File: config.mk
export PLATFORM = sky130hd
export DESIGN_NAME = instr_fetch_sequencer
export DESIGN_NICKNAME = d
export VERILOG_FILES = /design/src/rtl/fetch_pkg.sv /design/src/rtl/fetch_buffer_2.sv /design/src/rtl/instr_fetch_sequencer.sv
export SDC_FILE = /design/constraint.sdc
export NUM_CORES = 1
export LEC_CHECK = 0
export BUFFER_PORTS_ARGS = -buffer_cell sky130_fd_sc_hd__clkbuf_2
export CAP_MARGIN = 10
export CORE_MARGIN = 10
export CORE_UTILIZATION = 35
export DETAILED_ROUTE_END_ITERATION = 10
export PLACE_DENSITY = 0.63
export SLEW_MARGIN = 40
export SYNTH_ARGS = -nofsm -noshare
export SYNTH_HDL_FRONTEND = slang
export SYNTH_SLANG_ARGS = --single-unit
File: constraint.sdc
create_clock -name clk -period 10.1 [get_ports clk]
set_clock_uncertainty 0.05 [all_clocks]
set_input_delay 2.02 -clock clk [delete_from_list [all_inputs] [get_ports clk]]
set_output_delay 2.02 -clock clk [all_outputs]
set_load 0.05 [all_outputs]
File: src/rtl/fetch_pkg.sv
// fetch_pkg: shared fetch types (sequencer state, word size, buffered {pc, instr} entry)
package fetch_pkg;
  typedef enum logic [1:0] {IDLE, RUN, HALTED} state_t;
  localparam int INSTR_BYTES = 4;
  localparam int PC_W = 32;
  localparam int INSTR_W = 32;
  typedef struct packed {
    logic [PC_W-1:0]    pc;
    logic [INSTR_W-1:0] instr;
  } fetch_entry_t;
endpackage

File: src/rtl/fetch_buffer_2.sv
// fetch_buffer_2: 2-entry FIFO; ports clk/rst_n, flush (wins over push), push/din, pop, count, head (oldest entry)
module fetch_buffer_2 #(
  parameter int W = 64
) (
  input  logic         clk,
  input  logic         rst_n,
  input  logic         flush,
  input  logic         push,
  input  logic [W-1:0] din,
  input  logic         pop,
  output logic [1:0]   count,
  output logic [W-1:0] head
);
  logic [W-1:0] e0_q, e1_q;
  logic [1:0] cnt_q;
  always_ff @(posedge clk or negedge rst_n)
    if (!rst_n) begin
      cnt_q <= '0;
      e0_q <= '0;
      e1_q <= '0;
    end else if (flush) begin
      cnt_q <= '0;
    end else begin
      cnt_q <= cnt_q + {1'b0, push} - {1'b0, pop};
      if (pop) e0_q <= (push && cnt_q == 2'd1) ? din : e1_q;
      else if (push && cnt_q == 2'd0) e0_q <= din;
      if (push && (pop ? cnt_q == 2'd2 : cnt_q == 2'd1)) e1_q <= din;
    end
  assign count = cnt_q;
  assign head = e0_q;
endmodule

File: src/rtl/instr_fetch_sequencer.sv
// instr_fetch_sequencer: drives a sync ROM (rom_addr/rom_en in, rom_data back next cycle), buffers {pc,instr}, delivers out_* via valid/ready; start, redirect_*, halted, align_err, fetch_count
module instr_fetch_sequencer
  import fetch_pkg::*;
#(
  parameter int                 ADDR_W     = 32,
  parameter int                 DATA_W     = 32,
  parameter logic [ADDR_W-1:0]  RESET_PC   = '0,
  parameter logic [DATA_W-1:0]  HALT_INSTR = '1
) (
  input  logic              clk,
  input  logic              rst_n,
  input  logic              start,
  output logic [ADDR_W-1:0] rom_addr,
  output logic              rom_en,
  input  logic [DATA_W-1:0] rom_data,
  input  logic              redirect_valid,
  input  logic [ADDR_W-1:0] redirect_pc,
  output logic              out_valid,
  input  logic              out_ready,
  output logic [DATA_W-1:0] out_instr,
  output logic [ADDR_W-1:0] out_pc,
  output logic              halted,
  output logic              align_err,
  output logic [31:0]       fetch_count
);
  state_t state_q, state_d;
  logic [ADDR_W-1:0] pc_q, inf_pc_q;
  logic inflight_q, inf_epoch_q, epoch_q, align_err_q;
  logic [31:0] fetch_count_q;
  logic [1:0] count;
  logic run, redir, pop, halt_pop, push, flush, issue;
  assign run = state_q == RUN;
  assign redir = run & redirect_valid;
  assign out_valid = run & ~redirect_valid & (count != 2'd0);
  assign pop = out_valid & out_ready;
  assign halt_pop = pop & (out_instr == HALT_INSTR);
  assign issue = run & ~redirect_valid & (({1'b0, count} + {2'b0, inflight_q} - {2'b0, pop}) < 3'd2);
  assign push = inflight_q & (inf_epoch_q == epoch_q);
  assign flush = redir | halt_pop;
  fetch_buffer_2 #(.W(ADDR_W + DATA_W)) u_buf (
    .clk(clk),
    .rst_n(rst_n),
    .flush(flush),
    .push(push),
    .din({inf_pc_q, rom_data}),
    .pop(pop),
    .count(count),
    .head({out_pc, out_instr})
  );
  always_comb state_d = (state_q != RUN) ? (start ? RUN : state_q) : (halt_pop ? HALTED : RUN);
  always_ff @(posedge clk or negedge rst_n)
    if (!rst_n) state_q <= IDLE;
    else state_q <= state_d;
  always_ff @(posedge clk or negedge rst_n)
    if (!rst_n) begin
      pc_q <= RESET_PC;
      inf_pc_q <= '0;
      inflight_q <= 1'b0;
      inf_epoch_q <= 1'b0;
      epoch_q <= 1'b0;
      align_err_q <= 1'b0;
      fetch_count_q <= '0;
    end else begin
      inflight_q <= issue;
      if (issue) begin
        inf_pc_q <= pc_q;
        inf_epoch_q <= epoch_q;
      end
      if (start && !run) pc_q <= RESET_PC;
      else if (redir) pc_q <= {redirect_pc[ADDR_W-1:2], 2'b00};
      else if (issue) pc_q <= pc_q + ADDR_W'(INSTR_BYTES);
      if (flush) epoch_q <= ~epoch_q;
      if (redir && redirect_pc[1:0] != 2'b00) align_err_q <= 1'b1;
      if (pop && !(&fetch_count_q)) fetch_count_q <= fetch_count_q + 32'd1;
    end
  assign rom_addr = pc_q;
  assign rom_en = issue;
  assign halted = state_q == HALTED;
  assign align_err = align_err_q;
  assign fetch_count = fetch_count_q;
endmodule

; After elaboration in Yosys (flattened, before gate mapping)
; Cells that the tools add are included.
[op_classes]
eq_ne = 8
magnitude_cmp = 1
n_reduce_logical = 16
addsub = 6
bitwise = 11
muxes = 11
[ops]
columns = op, n
row1 = 2-to-1 mux 64 bit, 3
row2 = 2-to-1 mux 32 bit, 3
row3 = "adder 32 x 1 -> 32 bit, second input constant", 1
row4 = "adder 32 x 3 -> 32 bit, second input constant", 1
row5 = "== test 32 bit, second input constant", 1
row6 = AND reduction 32 bit, 1
row7 = 2-to-1 mux 2 bit, 4
row8 = AND 1 bit, 7
row9 = logical AND 1 bit, 6
row10 = nonzero test 2 bit, 3
row11 = "== test 2 x 1 -> 1 bit, second input constant", 2
row12 = "== test 2 bit, second input constant", 2
row13 = AND reduction 2 bit, 2
row14 = adder 2 x 1 -> 3 bit, 1
row15 = "< comparator 3 x 2 -> 1 bit, second input constant", 1
row16 = NOT 1 bit, 3
row17 = nonzero test 3 bit, 1
row18 = subtractor 3 x 1 -> 3 bit, 1
row19 = adder 2 x 1 -> 2 bit, 1
row20 = logical NOT 1 bit, 2
row21 = logical NOT 2 bit, 1
row22 = "inequality test 2 x 1 -> 1 bit, second input constant", 1
row23 = "inequality test 2 bit, second input constant", 1
row24 = subtractor 2 x 1 -> 2 bit, 1
row25 = other kinds (3), 3
[word_totals]
register_bits = 232
wordCells = 64
output_inout_bits = 132
in_bits = 69

; Logic depth before layout (Yosys ltp)
; Gate-level depths: netlist (run 1).
[depth]
depth_word = 10
mapped_depth = 15
mapped_depth_nobuf = 13

; By module
; Synthesis (run 1) repeated with hierarchy kept, for this count alone.
[unflattened]
cells_unflattened = 1108
hier_area_um2 = 11723.7
[by_module_without_submodules]
columns = module, area_each_um2, n_inst, cells_each, seq_area_each_um2
row1 = fetch_buffer_2, 6772.7, 1, 583, 3253.1
row2 = instr_fetch_sequencer, 4951.0, 1, 525, 2452.4

; Least setup slack after synthesis (run 1)
; Ideal clock, no wire load.
[synth_timing]
path_type = input to output
from = input redirect_valid
to = output rom_en
n_path_buf = 3
path_stages = 13
path_slack_ps = 2957
t_arrival_ps = 5073
required_time_ps = 8030
cell_sequence = and4bb_2 > o21ai_1 > clkinv_1 > ha_1 > inv_1 > nand2_1 > fa_1 > xor2_1 > or4b_1 > clkbuf_1 > inv_2 > buf_2 > buf_2
[synth_via]
elab_chain_cells = 7
[synth_lines]
columns = element, line_no
row1 = from (decl), instr_fetch_sequencer.sv:16  ; input logic redirect_valid,
row2 = NOT 1 bit *, "instr_fetch_sequencer.sv:34, instr_fetch_sequencer.sv:37"
row3 = AND 1 bit *, "instr_fetch_sequencer.sv:34, instr_fetch_sequencer.sv:37"
row4 = AND 1 bit, instr_fetch_sequencer.sv:34  ; assign out_valid = run & ~redirect_valid & (count != 2'd0);
row5 = AND 1 bit, instr_fetch_sequencer.sv:35  ; assign pop = out_valid & out_ready;
row6 = subtractor 3 x 1 -> 3 bit, instr_fetch_sequencer.sv:37  ; assign issue = run & ~redirect_valid & (({1'b0, count} + {2'b0, inflight_q} - {2'b0, pop}) < 3'd2);
row7 = < comparator 3 x 2 -> 1 bit, instr_fetch_sequencer.sv:37
row8 = AND 1 bit *, instr_fetch_sequencer.sv:37
row9 = to (decl), instr_fetch_sequencer.sv:14  ; output logic rom_en,
; Every way passes the cells marked *; elsewhere a longest branch is shown, timed or not.

; Worst setup path in the final report (run 1)
; Same ends and word-level chain as after synthesis.

==> run metrics, run 1 <==
status complete, no violations; Synth Cell Area 10400 um2; number of inserted diodes 0; leading cell type in the layout, fill and taps excluded dfrtp_1; largest stage delay on the critical path between 600 and 700 ps; Pwr Total 4.40 mW; crit path DAT between 5000 and 6000 ps; routability cong. ~0.77; slew margin rel. 0.483; initial core utilization 0.353; violation count after the first detailed-routing iteration 523; RSZ-0062 raised after global routing no; kind of critical path in -> out; Rows between 60 and 70; Post-CTS Hold Buffers 0; # Post-CTS Setup Buffers 0; TritonRoute pass-1 iters 6; Routed WL 27600 um; Die ar. 37100 um2; Worst Path Max Fanout 73; Total GRT Usage 0.147; Tmin final 7790 ps; Layout Nets between 1000 and 1500; Setup crit end kind output port; I/O pins 201; Yosys warnings 0; Clk Latency, worst-skew pair 530 ps; register area share after synthesis 0.538; clock sink count 224; Vert. Die Dim 193 um; setup TNS 0 ps; CP Cell Sequence clkbuf_2 > and4bb_2 > o21ai_1 > clkinv_1 > ha_1 > inv_1 > nand2_1 > fa_1 > xor2_1 > or4b_2 > buf_4 > inv_2 > clkbuf_2; core box area 29500 um2; CTS tree built; DRT antenna net count 0; Worst VDD drop between 200 and 250 uV; root buffer cell clkbuf_16; Buf/Inv on CP 6; post-synth cell types 58; pwr dens 345 nW/um2; Mapped Cells 885; fin crit share 0.771; cts repair resizes 0; H-tree Lvls 1; Critical Path Source Type primary input; PnR worst setup slack 2310 ps; pre-CTS WS 2300 ps; cts bufs inserted 27; Routed wire per std cell between 15 and 20 um; fmax ~130 MHz; Slew @ Worst Pin 776 ps; Async SR Flop Fraction 1.00; worst endpoint required time 8030 ps; final hold vios 0; Seq cells post-synth 224; initial antenna violation count 0; pin count of the biggest net entering global routing 87; min-delay worst type reg -> reg; worst hold slack 422 ps; I/O Buffers 196; Leak 5.93 nW; sequential cell area roughly 5600 um2; area grow syn2layout 22.3%; hpwl dp 18800 um; Worst-path clk slew 60 ps; slowest CP cell or4b_2; CTS Buffer Depth 3; EDFF count, synth 0; fin. max-slew vios 0; die width 193 um; first-pass GRT wire length 44400 um; via count 7515; max-cap violations 0; most frequent cells in the layout dfrtp_1 (224), clkbuf_2 (195), mux2_2 (188); area of the multi-input gates 4590 um2; number of global-route vias before repair 7902; DRC viols 0; most used cell, CP clkbuf_2; share of layout cells above drive strength 1 0.417; Crit path max-delay family buffers and inverters; residual overflow from global routing 0; synthesized area per cell roughly 12 um2; ys flop type dfrtp_1; Final setup viols 0; Via density around 5.1; fillers between 2000 and 3000
logic make-up (layout without fill, tap and decap cells):
logic type                 count (synthesis)  in the layout  synth area share
AOI/OAI and AO/OA                         89             89            0.0573
xor gates and xnor gates                  34             34            0.0286
adders and majority gates                  6              6           0.00793
buffers and inverters                     63            267            0.0287
DFF                                      224            224             0.538
muxes                                    193            193             0.208
other                                      1              4          0.000360
and+or+nand+nor                          275            275             0.131
path summary, 6_finish.rpt:
kind | end | from | depth (start not counted) | slack (ps)
setup / recovery | rom_en | redirect_valid | 13 | 2310
min in group asynchronous | u_buf.e1_q[9] | rst_n | 1 | 1440
hold reg to reg | align_err | align_err | 1 | 420
hold / removal | align_err | align_err | 1 | 420
max in group asynchronous | u_buf.e1_q[41] | rst_n | 2 | 7390
setup reg to reg | rom_addr[22] | u_buf.count[1] | 13 | 5310
power by group:
| group | internal [mW] | total [mW] | leakage (nW) | switching (mW) |
|---|---|---|---|---|
| clock network | 0.633 | 1.01 | 0.450 | 0.381 |
| logic | 0.593 | 1.82 | 2.68 | 1.23 |
| registers | 1.26 | 1.56 | 2.80 | 0.300 |
flip-flops by register name, indices dropped and copies added, names as in the netlist, 2 cells and up:
signal,cells
fetch_count,32
inf_pc_q,30
rom_addr,30
state_q,2
u_buf.count,2
u_buf.e1_q,62
u_buf.head,62
layout make-up:
class,instances,area share
clock buffers,38,0.0610
clock inverters,9,0.0118
inverters,15,0.00442
multi-input cells,601,0.361
flip-flops and latches,224,0.440
well taps,390,0.0383
repair buffers,205,0.0837
Yosys cell counts, types with 2 or more instances:
library cell,n,area (um2)
nand3_2,3,30.0
o21ai_1,2,10.0
or3_1,4,25.0
nor4_1,7,43.8
a221o_1,8,80.1
o311ai_0,3,26.3
o211ai_1,6,45.0
o21ai_0,30,150
inv_1,13,48.8
nand4_1,33,206
xor2_1,7,61.3
ha_1,5,62.6
a41oi_1,4,35.0
dfrtp_1,224,5610
o21a_1,3,22.5
nor2_1,20,75.1
nand3_1,23,115
o311ai_1,3,26.3
or2_2,2,12.5
and4_1,4,35.0
clkbuf_1,19,71.3
xnor2_1,27,236
o211a_1,2,20.0
nand2b_1,4,25.0
and2_1,7,43.8
nor3_1,13,65.1
a22oi_1,2,15.0
nand2_1,129,484
a2111oi_0,2,17.5
nor3b_1,3,22.5
buf_2,23,115
mux2i_1,4,40.0
and3_1,14,87.6
a31oi_1,7,43.8
a21oi_1,12,60.1
mux2_2,188,2120
buf_4,4,30.0
metrics by stage:
stage	cells	instance area (um2)	util
floorplan	888	10400	-
global placement	1435	11800	0.399
detailed placement	1435	11800	0.400
CTS	1482	12700	0.432
global route	1482	12700	0.432
finish	1482	12700	0.432
routing by layer:
metal / GRT usage / routed length, um
met5: 0 / 0
met4: 0.0298 / 410
met3: 0.0430 / 2430
met2: 0.224 / 12200
met1: 0.203 / 12600
No activity file was read; power rests on OpenSTA's default activity.
==> run 2, diff against run 1 <==
==> constraint.sdc (replaced) <==
create_clock -name clk -period 7.9 [get_ports clk]
set_clock_uncertainty 0.05 [all_clocks]
set_input_delay 1.58 -clock clk [delete_from_list [all_inputs] [get_ports clk]]
set_output_delay 1.58 -clock clk [all_outputs]
set_load 0.05 [all_outputs]
==> run 2 against run 1 <==
Against the previous run: register-to-register slack got worse by 2100 ps; setup slack got worse by 880 ps; sequential share of layout area fell by 0.25 points; die area did not move; total power rose by 28%; critical path depth fell by 1; global-route usage fell by 0.18 points; worst hold slack barely moved; routed wire length rose by 0.51%; design area rose by 0.58%; utilization rose by 0.25 points; flip-flop and latch count did not move; critical path type unchanged; critical endpoint unchanged; highest routed layer unchanged.
==> run metrics, run 2 (synthesized netlist as in run 1, its figures left out) <==
status complete, no violations; clock sink count 224; largest stage delay on the critical path 670 ps; I/O Buffers 196; root buffer cell clkbuf_16; Vert. Die Dim 193 um; Total GRT Usage 0.145; Critical Path Source Type primary input; fin. max-slew vios 0; routability cong. 0.781; Via density between 5 and 6; worst hold slack approximately 420 ps; Worst Path Max Fanout 8; min-delay src align_err; # Post-CTS Setup Buffers 0; fin crit share 0.820; initial antenna violation count 0; kind of critical path in -> out; H-tree Lvls 1; area grow syn2layout 23.0%; CTS tree built; CP startpoint redirect_valid; most frequent cells in the layout dfrtp_1 (224), clkbuf_2 (195), mux2_2 (188); die width 193 um; Final Instance Count excl. Fillers 1486; share of layout cells above drive strength 1 0.421; leading cell type in the layout, fill and taps excluded dfrtp_1; first-pass GRT wire length 43600 um; number of global-route vias before repair 7825; violation count after the first detailed-routing iteration ~450; pwr dens 441 nW/um2; RSZ-0062 raised after global routing no; pin count of the biggest net entering global routing 84; core box area about 29000 um2; CP Cell Sequence clkbuf_2 > and4bb_2 > o21ai_1 > clkinv_1 > ha_1 > inv_1 > nand2_1 > fa_1 > xor2_1 > or4b_2 > inv_2 > clkbuf_2; Worst R2R Start state_q[0]; Clk Latency, worst-skew pair 540 ps; Reg2Reg Setup Slack 3160 ps; sequential cell area between 5000 and 6000 um2; Slew @ Worst Pin 757 ps; M2 GR Usage 0.228; Inst Count DP 1439; residual overflow from global routing 0; crit path DAT 4850 ps; initial core utilization 0.353; slew margin rel. 0.495; number of inserted diodes 0; cts bufs inserted 26; Leak 5.97 nW; min-delay worst type reg -> reg; final hold vios 0; setup TNS 0 ps; TritonRoute pass-1 iters 5; hold path cells 1; Tmin final ~6500 ps; Worst path depth 12; slowest CP cell or4b_2; hpwl dp 19100 um; worst endpoint required time 6270 ps; met1 Use GR 0.194; area of the multi-input gates 4590 um2; Worst-path clk slew approximately 60 ps; most used cell, CP clkbuf_2; RR Endpoint rom_addr[22]; fmax 154 MHz; Post-CTS Hold Buffers 0; met3 Use GR 0.0428; Die ar. ~37000 um2; Worst VDD drop 279 uV; CTS Buffer Depth 3; I/O pins 201; via count roughly 7600; DRT antenna net count 0; DRC viols 0; placed cell area roughly 12000 um2; max-cap violations 0; worst setup path end rom_en; Routed WL 27800 um; Final setup viols 0; Routed wire per std cell 18.7 um; Design Area, Final around 13000 um2; Layout Nets 1152; Rows between 60 and 70; FF-to-FF path depth 13; Crit path max-delay family simple AND/OR/NAND/NOR gates; cts repair resizes 0; gr busiest metal met2; Setup crit end kind output port; fillers 2780; Buf/Inv on CP 5
run 2: per-layer routing:
metal,part of all wire,up-vias,wire length [um]
li1,-,3556,-
met1,0.45,3805,12400
met2,0.45,228,12500
met3,0.085,33,2360
met4,0.016,0,452
met5,0,-,0
run 2: report_power, final:
part	internal (mW)	total (mW)	switching, mW	leakage [nW]
clock	0.810	1.31	0.498	0.460
sequential	1.61	2.00	0.389	2.80
combinational	0.768	2.34	1.57	2.71
run 2: how the worst min path moves through the flow:
stage | slack [ps] | to
2_1_floorplan | 410 | inf_pc_q[2]
3_3_place_gp | 400 | align_err
3_5_place_dp | 410 | align_err
4_1_cts | 420 | align_err
5_1_grt | 460 | u_buf.e1_q[18]
6_report | 420 | align_err
run 2: cell type report:
class / instances / share of cell area
sequential: 224 / 0.438
tap: 390 / 0.0381
multi-input combinational: 601 / 0.358
clock buffer: 36 / 0.0600
timing repair buffer: 209 / 0.0879
inverter: 15 / 0.00440
clock inverter: 11 / 0.0140
run 2: through the flow:
step | power, mW | util | worst slack (ps)
2_1_floorplan | 3.71 | - | 1640
3_3_place_gp | 4.32 | 0.399 | 1500
3_5_place_dp | 4.39 | 0.402 | 1430
4_1_cts | 5.72 | 0.434 | 1420
5_1_grt | 5.98 | 0.435 | 1230
6_report | 5.65 | 0.435 | 1420
run 2: worst reg2reg max path: stages, from the launching register on:
cell	delay [ps]
dfrtp_1	420
and4bb_2	280
o21ai_1	390
clkinv_1	440
ha_1	380
inv_1	70
nand2_1	70
fa_1	380
xor2_1	140
or4b_2	670
buf_4	360
and2_2	490
o311ai_1	330
o311ai_1	140
==> run 3, diff against run 2 <==
--- a/config.mk
+++ b/config.mk
@@ -10,7 +10,7 @@
 export CORE_MARGIN = 10
 export CORE_UTILIZATION = 35
 export DETAILED_ROUTE_END_ITERATION = 10
-export PLACE_DENSITY = 0.63
+export PLACE_DENSITY = 0.65
 export SLEW_MARGIN = 40
 export SYNTH_ARGS = -nofsm -noshare
 export SYNTH_HDL_FRONTEND = slang
==> constraint.sdc (replaced) <==
create_clock -name clk -period 5.8 [get_ports clk]
set_clock_uncertainty 0.05 [all_clocks]
set_input_delay 1.16 -clock clk [delete_from_list [all_inputs] [get_ports clk]]
set_output_delay 1.16 -clock clk [all_outputs]
set_load 0.05 [all_outputs]
==> run 3 against run 2 <==
Against the previous run: count of clock-buffer cells in the layout unchanged; flip-flop and latch count did not move; sequential power rose by 36%.
==> run metrics, run 3 (synthesized netlist as in run 1, its figures left out) <==
slew margin rel. 0.466; final hold vios 0; cts bufs inserted 25; fillers 2816; status complete, no violations; hpwl dp 19300 um; Leak 6.01 nW; min-delay src align_err; share of layout cells above drive strength 1 0.419; Slew @ Worst Pin ~790 ps; Rows 63; die width 193 um; pin count of the biggest net entering global routing 133; Setup crit end kind output port; max-cap violations 0; H-tree Lvls 1; # Post-CTS Setup Buffers 0; DRT antenna net count 0; leading cell type in the layout, fill and taps excluded dfrtp_1; residual overflow from global routing 0; pwr dens 599 nW/um2; Met3 Wirelength 2230 um; Clk Latency, worst-skew pair 520 ps; Die ar. 37100 um2; fin crit share 0.876; Final setup viols 0; I/O pins 201; worst endpoint required time 4590 ps; kind of critical path in -> out; Worst-path clk slew approximately 60 ps; first-pass GRT wire length 43400 um; initial core utilization 0.353; area of the multi-input gates 4590 um2; Routed wire per std cell 18.4 um; fin. max-slew vios 0; Post-CTS Hold Buffers 0; CTS Buffer Depth 3; area grow syn2layout 23.6%; met1 wire length 12100 um; RSZ-0062 raised after global routing no; max layer used met4; Via density ~5.1; CP startpoint redirect_valid; Pwr Total 7.72 mW; routability cong. 0.814; Routed WL between 20000 and 30000 um; root buffer cell clkbuf_16; Worst Path Max Fanout 8; Worst R2R Start state_q[0]; clock sink count 224; core box area between 20000 and 30000 um2; TritonRoute pass-1 iters 5; initial antenna violation count 0; Critical Path Source Type primary input; CTS tree built; fmax 197 MHz; violation count after the first detailed-routing iteration 335; DRC viols 0; setup TNS 0 ps; most frequent cells in the layout dfrtp_1 (224), clkbuf_2 (194), mux2_2 (188); number of inserted diodes 0; crit path DAT 3870 ps; sequential cell area 5610 um2; Vert. Die Dim between 150 and 200 um; met2 WL 12500 um; via count 7572; I/O Buffers 196; cts repair resizes 0; min-delay worst type reg -> reg; Worst VDD drop 451 uV; Total GRT Usage 0.143; Tmin final ~5100 ps; number of global-route vias before repair about 7900; Layout Nets 1153
-- run 3: cell count changes in the layout (fill, tap and decap cells not counted), sizes merged --
cell	delta
bufinv	+1
clkinv	-1
clkinvlp	-2
buf	+2
-- run 3: final timing paths --
path | endpoint | slack (ps) | cells past startpoint
hold / removal | align_err | 420 | 1
min in group asynchronous | u_buf.head[9] | 590 | 1
max in group asynchronous | rom_addr[5] | 3950 | 2
hold reg to reg | align_err | 420 | 1
setup reg to reg | rom_addr[5] | 1540 | 14
setup / recovery | rom_en | 720 | 12
-- run 3: report_power, final --
group          switching (mW)  leakage, nW  internal, mW
registers               0.537         2.80          2.19
logic                    2.15         2.75          1.09
clock network           0.636        0.455          1.11
-- run 3: worst max-delay path: stages --
cell      delay, ps
clkbuf_2        120
and4bb_2        270
o21ai_1         110
clkinv_1        250
ha_1            340
inv_1            80
nand2_1          70
fa_1            380
xor2_1          140
or4b_2          680
inv_2           120
buf_12          140
-- run 3: layout make-up --
| type | count | share of cell area |
|---|---|---|
| Tap cell | 390 | 0.0379 |
| Multi-Input combinational cell | 601 | 0.356 |
| Timing Repair Buffer | 211 | 0.0951 |
| Sequential cell | 224 | 0.435 |
| Inverter | 15 | 0.00437 |
| Clock buffer | 36 | 0.0580 |
| Clock inverter | 9 | 0.0132 |
-- run 3: metal layers --
layer,track usage,vias up
li1,-,3545
met1,0.190,3762
met2,0.230,229
met3,0.0365,36
met4,0.0307,0
met5,0,-
-- run 3: stage by stage --
stage	hold WS, ps	instance area [um2]	setup slack, ps	utilization	cells
final	421	12900	721	0.437	1486
after detailed placement	414	11900	509	0.405	1440
after global placement	399	11800	644	0.401	1435
after CTS	432	12800	690	0.436	1485
after floorplan	410	10400	377	-	888
after global routing	458	12900	547	0.437	1486
